[src/rtl/result_uart_tx.sv]
// -----------------------------------------------------------------------------
// result_uart_tx
//
// Output stage for the classifier. Each DATA_W-bit result arriving with its
// one-cycle valid strobe is queued in a small FIFO and then sent as a UART
// frame (start bit, 8 data bits LSB first, stop bit) on uart_txd. Everything
// runs in the PE clock domain.
//
// Parameters
//   BAUD_DIV    PE clock cycles per UART bit (2..65535)
//   FIFO_DEPTH  result FIFO entries (power of 2, >= 2)
//   DATA_W      result width (<= 8); the byte sent is the result zero-extended
//
// Ports
//   clk           PE clock, rising edge
//   rst           asynchronous active-high reset
//   en            transmit enable; only gates the start of a new frame
//   result_data   classification result, sampled while result_valid is high
//   result_valid  one-cycle strobe accompanying result_data
//   overflow_clr  synchronous clear of the sticky overflow flag
//   uart_txd      serial output, idles high
//   tx_busy       high while a frame is on the line (start through stop)
//   fifo_count    number of queued results
//   overflow      sticky: a result was dropped because the FIFO was full
//
// Optional feature
//   RESULT_TX_PARITY_EN  when defined, an even-parity bit is inserted between
//                        the last data bit and the stop bit (11-bit frame).
// -----------------------------------------------------------------------------
module result_uart_tx #(
  parameter int BAUD_DIV   = 87,
  parameter int FIFO_DEPTH = 8,
  parameter int DATA_W     = 5
) (
  input  logic                          clk,
  input  logic                          rst,
  input  logic                          en,
  input  logic [DATA_W-1:0]             result_data,
  input  logic                          result_valid,
  input  logic                          overflow_clr,
  output logic                          uart_txd,
  output logic                          tx_busy,
  output logic [$clog2(FIFO_DEPTH):0]   fifo_count,
  output logic                          overflow
);

  localparam int AW    = $clog2(FIFO_DEPTH);
  localparam int CW    = AW + 1;
  localparam int CNT_W = 16;

  localparam logic [CNT_W-1:0] BAUD_LAST = CNT_W'(BAUD_DIV - 1);
  localparam logic [CW-1:0]    FULL_CNT  = CW'(FIFO_DEPTH);

  typedef enum logic [2:0] {
    S_IDLE   = 3'd0,
    S_START  = 3'd1,
    S_DATA   = 3'd2,
`ifdef RESULT_TX_PARITY_EN
    S_PARITY = 3'd3,
`endif
    S_STOP   = 3'd4
  } state_t;

  // Result word zero-extended to the transmitted byte.
  function automatic logic [7:0] form_byte(input logic [DATA_W-1:0] d);
    return 8'(d);
  endfunction

`ifdef RESULT_TX_PARITY_EN
  // Even parity: the parity bit makes the total count of ones even.
  function automatic logic even_parity(input logic [7:0] b);
    return ^b;
  endfunction
`endif

  state_t               state;
  logic [CNT_W-1:0]     baud_cnt;
  logic [2:0]           bit_idx;
  logic                 baud_end;

  logic [DATA_W-1:0]    mem [FIFO_DEPTH];
  logic [AW-1:0]        wr_ptr;
  logic [AW-1:0]        rd_ptr;
  logic                 full;
  logic                 empty;
  logic                 pop;
  logic                 push;
  logic                 drop;

  logic [7:0]           shift;
`ifdef RESULT_TX_PARITY_EN
  logic                 par_bit;
`endif

  assign baud_end = (baud_cnt == BAUD_LAST);

  assign full  = (fifo_count == FULL_CNT);
  assign empty = (fifo_count == '0);

  // The pop only happens from IDLE and looks at the registered count, so a
  // word pushed this cycle cannot be popped in the same cycle.
  assign pop  = (state == S_IDLE) && en && !empty;
  // A full FIFO still accepts a word when the head leaves in the same cycle.
  assign push = result_valid && (!full || pop);
  assign drop = result_valid && full && !pop;

  // ---- FIFO control: pointers, occupancy, overflow flag ----
  always_ff @(posedge clk or posedge rst) begin
    if (rst) begin
      wr_ptr     <= '0;
      rd_ptr     <= '0;
      fifo_count <= '0;
      overflow   <= 1'b0;
    end else begin
      if (push) wr_ptr <= wr_ptr + AW'(1);
      if (pop)  rd_ptr <= rd_ptr + AW'(1);

      case ({push, pop})
        2'b10:   fifo_count <= fifo_count + CW'(1);
        2'b01:   fifo_count <= fifo_count - CW'(1);
        default: fifo_count <= fifo_count;
      endcase

      // A drop in the same cycle as a clear leaves the flag set.
      if (drop)              overflow <= 1'b1;
      else if (overflow_clr) overflow <= 1'b0;
    end
  end

  // ---- FIFO storage (data path, not reset) ----
  always_ff @(posedge clk) begin
    if (push) mem[wr_ptr] <= result_data;
  end

  // ---- Shift register load / advance (data path, not reset) ----
  always_ff @(posedge clk) begin
    if (pop) begin
      shift   <= form_byte(mem[rd_ptr]);
`ifdef RESULT_TX_PARITY_EN
      par_bit <= even_parity(form_byte(mem[rd_ptr]));
`endif
    end else if ((state == S_DATA) && baud_end) begin
      shift <= {1'b0, shift[7:1]};
    end
  end

  // ---- Frame FSM with registered line outputs ----
  // uart_txd and tx_busy are registered from the current state, so the line
  // follows the FSM by one cycle: a pop at edge N+1 drops the line at N+2.
  always_ff @(posedge clk or posedge rst) begin
    if (rst) begin
      state    <= S_IDLE;
      baud_cnt <= '0;
      bit_idx  <= '0;
      uart_txd <= 1'b1;
      tx_busy  <= 1'b0;
    end else begin
      tx_busy <= (state != S_IDLE);

      case (state)
        S_IDLE: begin
          uart_txd <= 1'b1;
          if (pop) begin
            baud_cnt <= '0;
            state    <= S_START;
          end
        end

        S_START: begin
          uart_txd <= 1'b0;
          if (baud_end) begin
            baud_cnt <= '0;
            bit_idx  <= '0;
            state    <= S_DATA;
          end else begin
            baud_cnt <= baud_cnt + CNT_W'(1);
          end
        end

        S_DATA: begin
          uart_txd <= shift[0];
          if (baud_end) begin
            baud_cnt <= '0;
            bit_idx  <= bit_idx + 3'd1;
            if (bit_idx == 3'd7) begin
`ifdef RESULT_TX_PARITY_EN
              state <= S_PARITY;
`else
              state <= S_STOP;
`endif
            end
          end else begin
            baud_cnt <= baud_cnt + CNT_W'(1);
          end
        end

`ifdef RESULT_TX_PARITY_EN
        S_PARITY: begin
          uart_txd <= par_bit;
          if (baud_end) begin
            baud_cnt <= '0;
            state    <= S_STOP;
          end else begin
            baud_cnt <= baud_cnt + CNT_W'(1);
          end
        end
`endif

        S_STOP: begin
          uart_txd <= 1'b1;
          if (baud_end) begin
            baud_cnt <= '0;
            state    <= S_IDLE;
          end else begin
            baud_cnt <= baud_cnt + CNT_W'(1);
          end
        end

        default: begin
          uart_txd <= 1'b1;
          baud_cnt <= '0;
          state    <= S_IDLE;
        end
      endcase
    end
  end

endmodule

[config.mk]
export PLATFORM = sky130hd
export DESIGN_NAME = result_uart_tx
export DESIGN_NICKNAME = d
export VERILOG_FILES = /design/src/rtl/result_uart_tx.sv
export SDC_FILE = /design/constraint.sdc
export NUM_CORES = 1
export LEC_CHECK = 0
export BUFFER_PORTS_ARGS = -buffer_cell sky130_fd_sc_hd__buf_2
export CORE_MARGIN = 2
export CORE_UTILIZATION = 60
export CTS_CLUSTER_SIZE = 14
export DETAILED_ROUTE_END_ITERATION = 10
export GPL_TIMING_DRIVEN = 0
export PLACE_DENSITY = 0.78
export SETUP_SLACK_MARGIN = 0.02
export SLEW_MARGIN = 10
export SYNTH_ARGS = -nofsm -noshare
export SYNTH_HDL_FRONTEND = slang
export SYNTH_SLANG_ARGS = --single-unit
[constraint.sdc]
create_clock -name clk -period 5.7 [get_ports clk]
set_input_delay 1.425 -clock clk [delete_from_list [all_inputs] [get_ports clk]]
set_output_delay 1.425 -clock clk [all_outputs]
set_load 0.01 [all_outputs]
==> results.txt <==
The run finished with clean final reports. The chip height is 83.3 microns. The die area is 6930 sq um, and the clock network latency to the later pin of the worst-skew pair is 0.36 ns. Setup total negative slack on the finished layout was measured at 0 ns. The endpoint of the most critical register-to-register path is mem[4][2]$_DFFE_PP_. Hold is met by 0.522 ns. Setup repair after global routing left no endpoint under its margin. STA classifies the critical path endpoint as a flop.

The tree is rooted in a clkbuf_8. At the end of the flow, the number of nets in the layout was 330. The detailed-route vias per instance came out at 6.10.

The class of the most critical setup path was in -> reg. In this run the cell area measured after placement is 3940 sq um. After detailed routing, the total wire length is 6730 microns. The number of hold buffers added after CTS was 0. The number of setup buffers added after CTS is 0.

The routed design uses 207 microns of met3 wire. The maximum number of pins on one net before global-route repair came out at 36. The shortest clock period the worst path allows after layout came out at 3.12 ns. Sequential-to-total area share from yosys stat: 0.591.

Of all nets on the critical path, the largest fanout is 5. The top cell types in the final layout, fill and taps aside, are edfxtp_1 (45), dfrtp_1 (34), nand2_1 (24). For the worst setup path, the data required time is 5.69 ns. During synthesis, Yosys emitted a total of 0 warnings. Max-slew violation count: 0. In this run the cell area of the synthesized design comes to 3770 sq um. In this run, placement finished with an instance count of 377. Critical path buffer and inverter count: 1.

Worst vdd rail ir drop: 0.320 mV. The max-cap check violation count was 0. A synthesized cell averages 13.1 sq um. For the final hold violation count, the log shows 0. The worst register-to-register path begins at state[2]$_DFFE_PP0P_.

The fraction of final layout cells with drive strength greater than 1 came out at 0.198. The analysis attributes to cell leakage a power of 1.55 nW. The maximum clock frequency was 321 MHz. Across all layers, the routed design uses 2398 vias.

The run gives 0.211 as the global-route usage over all layers. Among all flip-flop cells after synthesis, the most frequent one is edfxtp_1. The floorplan has 28 rows. The number of nets in the synthesized netlist is 304.

The first detailed-routing pass ran for 4 iterations. Counting the buffers created by CTS gives 9. Relative to the synthesized area, the layout overhead comes to 9.56%. Kind of launch point of the worst setup path: a primary input.

Final count of negative-setup-slack endpoints: 0. In this run the worst hold path is classified as reg -> reg. The total clock sinks was 80. The synthesized design contains 80 register bits. The antenna diode count was 0.

Synthesis handed over a netlist of 287 instances. The stage delay of the slowest cell on the critical path is 0.65 ns, and the area of the core region is 5990 sq um. The final antenna-violating net count was 0; the worst hold path stage count was 2.

The library cell used most frequently in the layout, excluding fill and tap cells, is edfxtp_1. The H-tree generated during clock tree synthesis spans 3 levels. The die is 83.3 microns wide. Gates resized during post-CTS repair numbered 0.

The worst hold path startpoint is shift[0]$_DFFE_PP_. The path with the worst hold slack has its endpoint at uart_txd$_DFF_PP1_. Pin placement for this block handled 17 I/O pins. The number of antenna violations at the first check in global routing is 0. The longest clock path from root to sink contains 2 buffers. Summed over all nets, wire length on met2 after detailed routing comes to 3650 microns.

The initial standard-cell utilization of the core is 0.629, and the area taken by multi-input logic gates is 1420 sq um. Across the routed clock network, the largest skew measured is 0.0113 ns. The cell area power density came out at 407 nW/um^2. Quantity of I/O buffers inserted on ports: 15. Top layer used by detailed routing: met4. Across the whole layout, storage elements account for 2230 sq um. Counting cells, the worst reg-to-reg path comes to 4.

After detailed routing, the wire length on met1 is 2750 microns. The distinct cell type count after synthesis was 57. For this run, design rule violations remaining after detail routing come to 0.

The data arrival time of the worst path was 3.10 ns; the slew of the pin with the lowest slew margin was 1.06 ns. The count of routing violations after the opening detailed-route iteration came out at 100. For the first-pass GRT wire length, the log shows 11500 microns. After clock tree synthesis, the clock-pin slew on the worst setup and hold paths is 0.09 ns. Among all stages on the critical path, the largest delay is contributed by nor3_1. After global routing the overflow that remains totals 0. The tools report the placer's final routability congestion estimate as 0.768. The number of global-route vias before repair is 2419, and the proportion of register bits with asynchronous set or reset after synthesis is 0.438.

The final cycle utilization of the critical path works out to 0.547. TritonCTS built the clock tree. The cell family contributing the most delay on the critical path is simple AND/OR/NAND/NOR gates. Walking the worst path, the cells encountered are buf_2 > nor4b_2 > o21a_1 > nand2_1 > nor3_1. The number of enable flip-flop cells after synthesis is 45.

The post-route cell area is 4130 sq um. Detailed-route wire length per cell: 17.1 microns. The wire-length estimate of the detail-placed layout is 4850 microns. In this run the register-to-register setup slack is 3.18 ns. The logs give 425 for the layout filler cell count and 393 for the filler-free cell count of the finished design. The run gives 0.289 as the relative slew slack.
through the flow:
stage	total power, mW	setup slack [ns]	utilization
2_1_floorplan	1.18	2.65	-
3_3_place_gp	1.29	2.20	0.657
3_5_place_dp	1.31	2.12	0.657
4_1_cts	1.70	2.54	0.689
5_1_grt	1.79	2.41	0.689
6_report	1.68	2.58	0.689
report_power, final:
part           switching, mW  total (mW)  leakage [nW]  internal (mW)
logic                  0.250       0.472         0.596          0.222
clock network          0.226       0.393        0.0932          0.167
registers             0.0931       0.818         0.859          0.725
total                  0.569        1.68          1.55           1.11
metal layers:
layer,vias up,track usage
met1,1199,0.253
met2,36,0.366
met5,-,0
met4,0,0.0999
li1,1153,-
met3,10,0.0417
synthesized netlist by cell type, drive strengths merged (8+ instances only):
master  count  share of area
inv        10          0.010
mux4       10          0.060
buf        10          0.016
or3         8          0.013
edfxtp     45           0.36
o21ai      18          0.029
nand2      25          0.026
a21oi       8          0.011
nor2       10          0.010
dfrtp      34           0.23
worst min-delay path: cells and delay by family, from the launching register on:
kind | cells | cell delay, ns
AND/OR/NAND/NOR | 1 | 0.04
AO/OA/AOI/OAI | 1 | 0.12
flip-flops | 1 | 0.33
final cells by class:
cell class / count / area share
multi-input cells: 182 / 0.345
clock buffers: 9 / 0.0300
flip-flops and latches: 80 / 0.540
well taps: 75 / 0.0227
repair buffers: 15 / 0.0182
clock inverters: 7 / 0.0164
inverters: 10 / 0.00909
plain buffers: 15 / 0.0194
worst max path at each step:
| stage | startpoint | end | slack (ns) | cells after the start |
|---|---|---|---|---|
| floorplan | en | fifo_count[2]$_DFFE_PP0P_ | 2.65 | 10 |
| global placement | en | mem[4][4]$_DFFE_PP_ | 2.20 | 5 |
| detailed placement | en | mem[4][4]$_DFFE_PP_ | 2.12 | 5 |
| CTS | en | mem[4][1]$_DFFE_PP_ | 2.54 | 5 |
| global route | en | mem[4][1]$_DFFE_PP_ | 2.41 | 5 |
| finish | en | mem[4][2]$_DFFE_PP_ | 2.58 | 5 |
cells by family after synthesis:
logic type / synth area share
compound gates: 0.105
flops: 0.591
fa+ha+maj: 0.0232
buf+inv: 0.0312
mux: 0.0856
simple gates: 0.136
xor+xnor: 0.0279
flip-flops by register name (all words and copies together), names as in the netlist:
signal and count:
shift 5, overflow 1, uart_txd 1, fifo_count 4
baud_cnt 16, bit_idx 3, mem 40, rd_ptr 3
state 3, tx_busy 1, wr_ptr 3
Note: power is estimated with default switching activity, not from simulation.
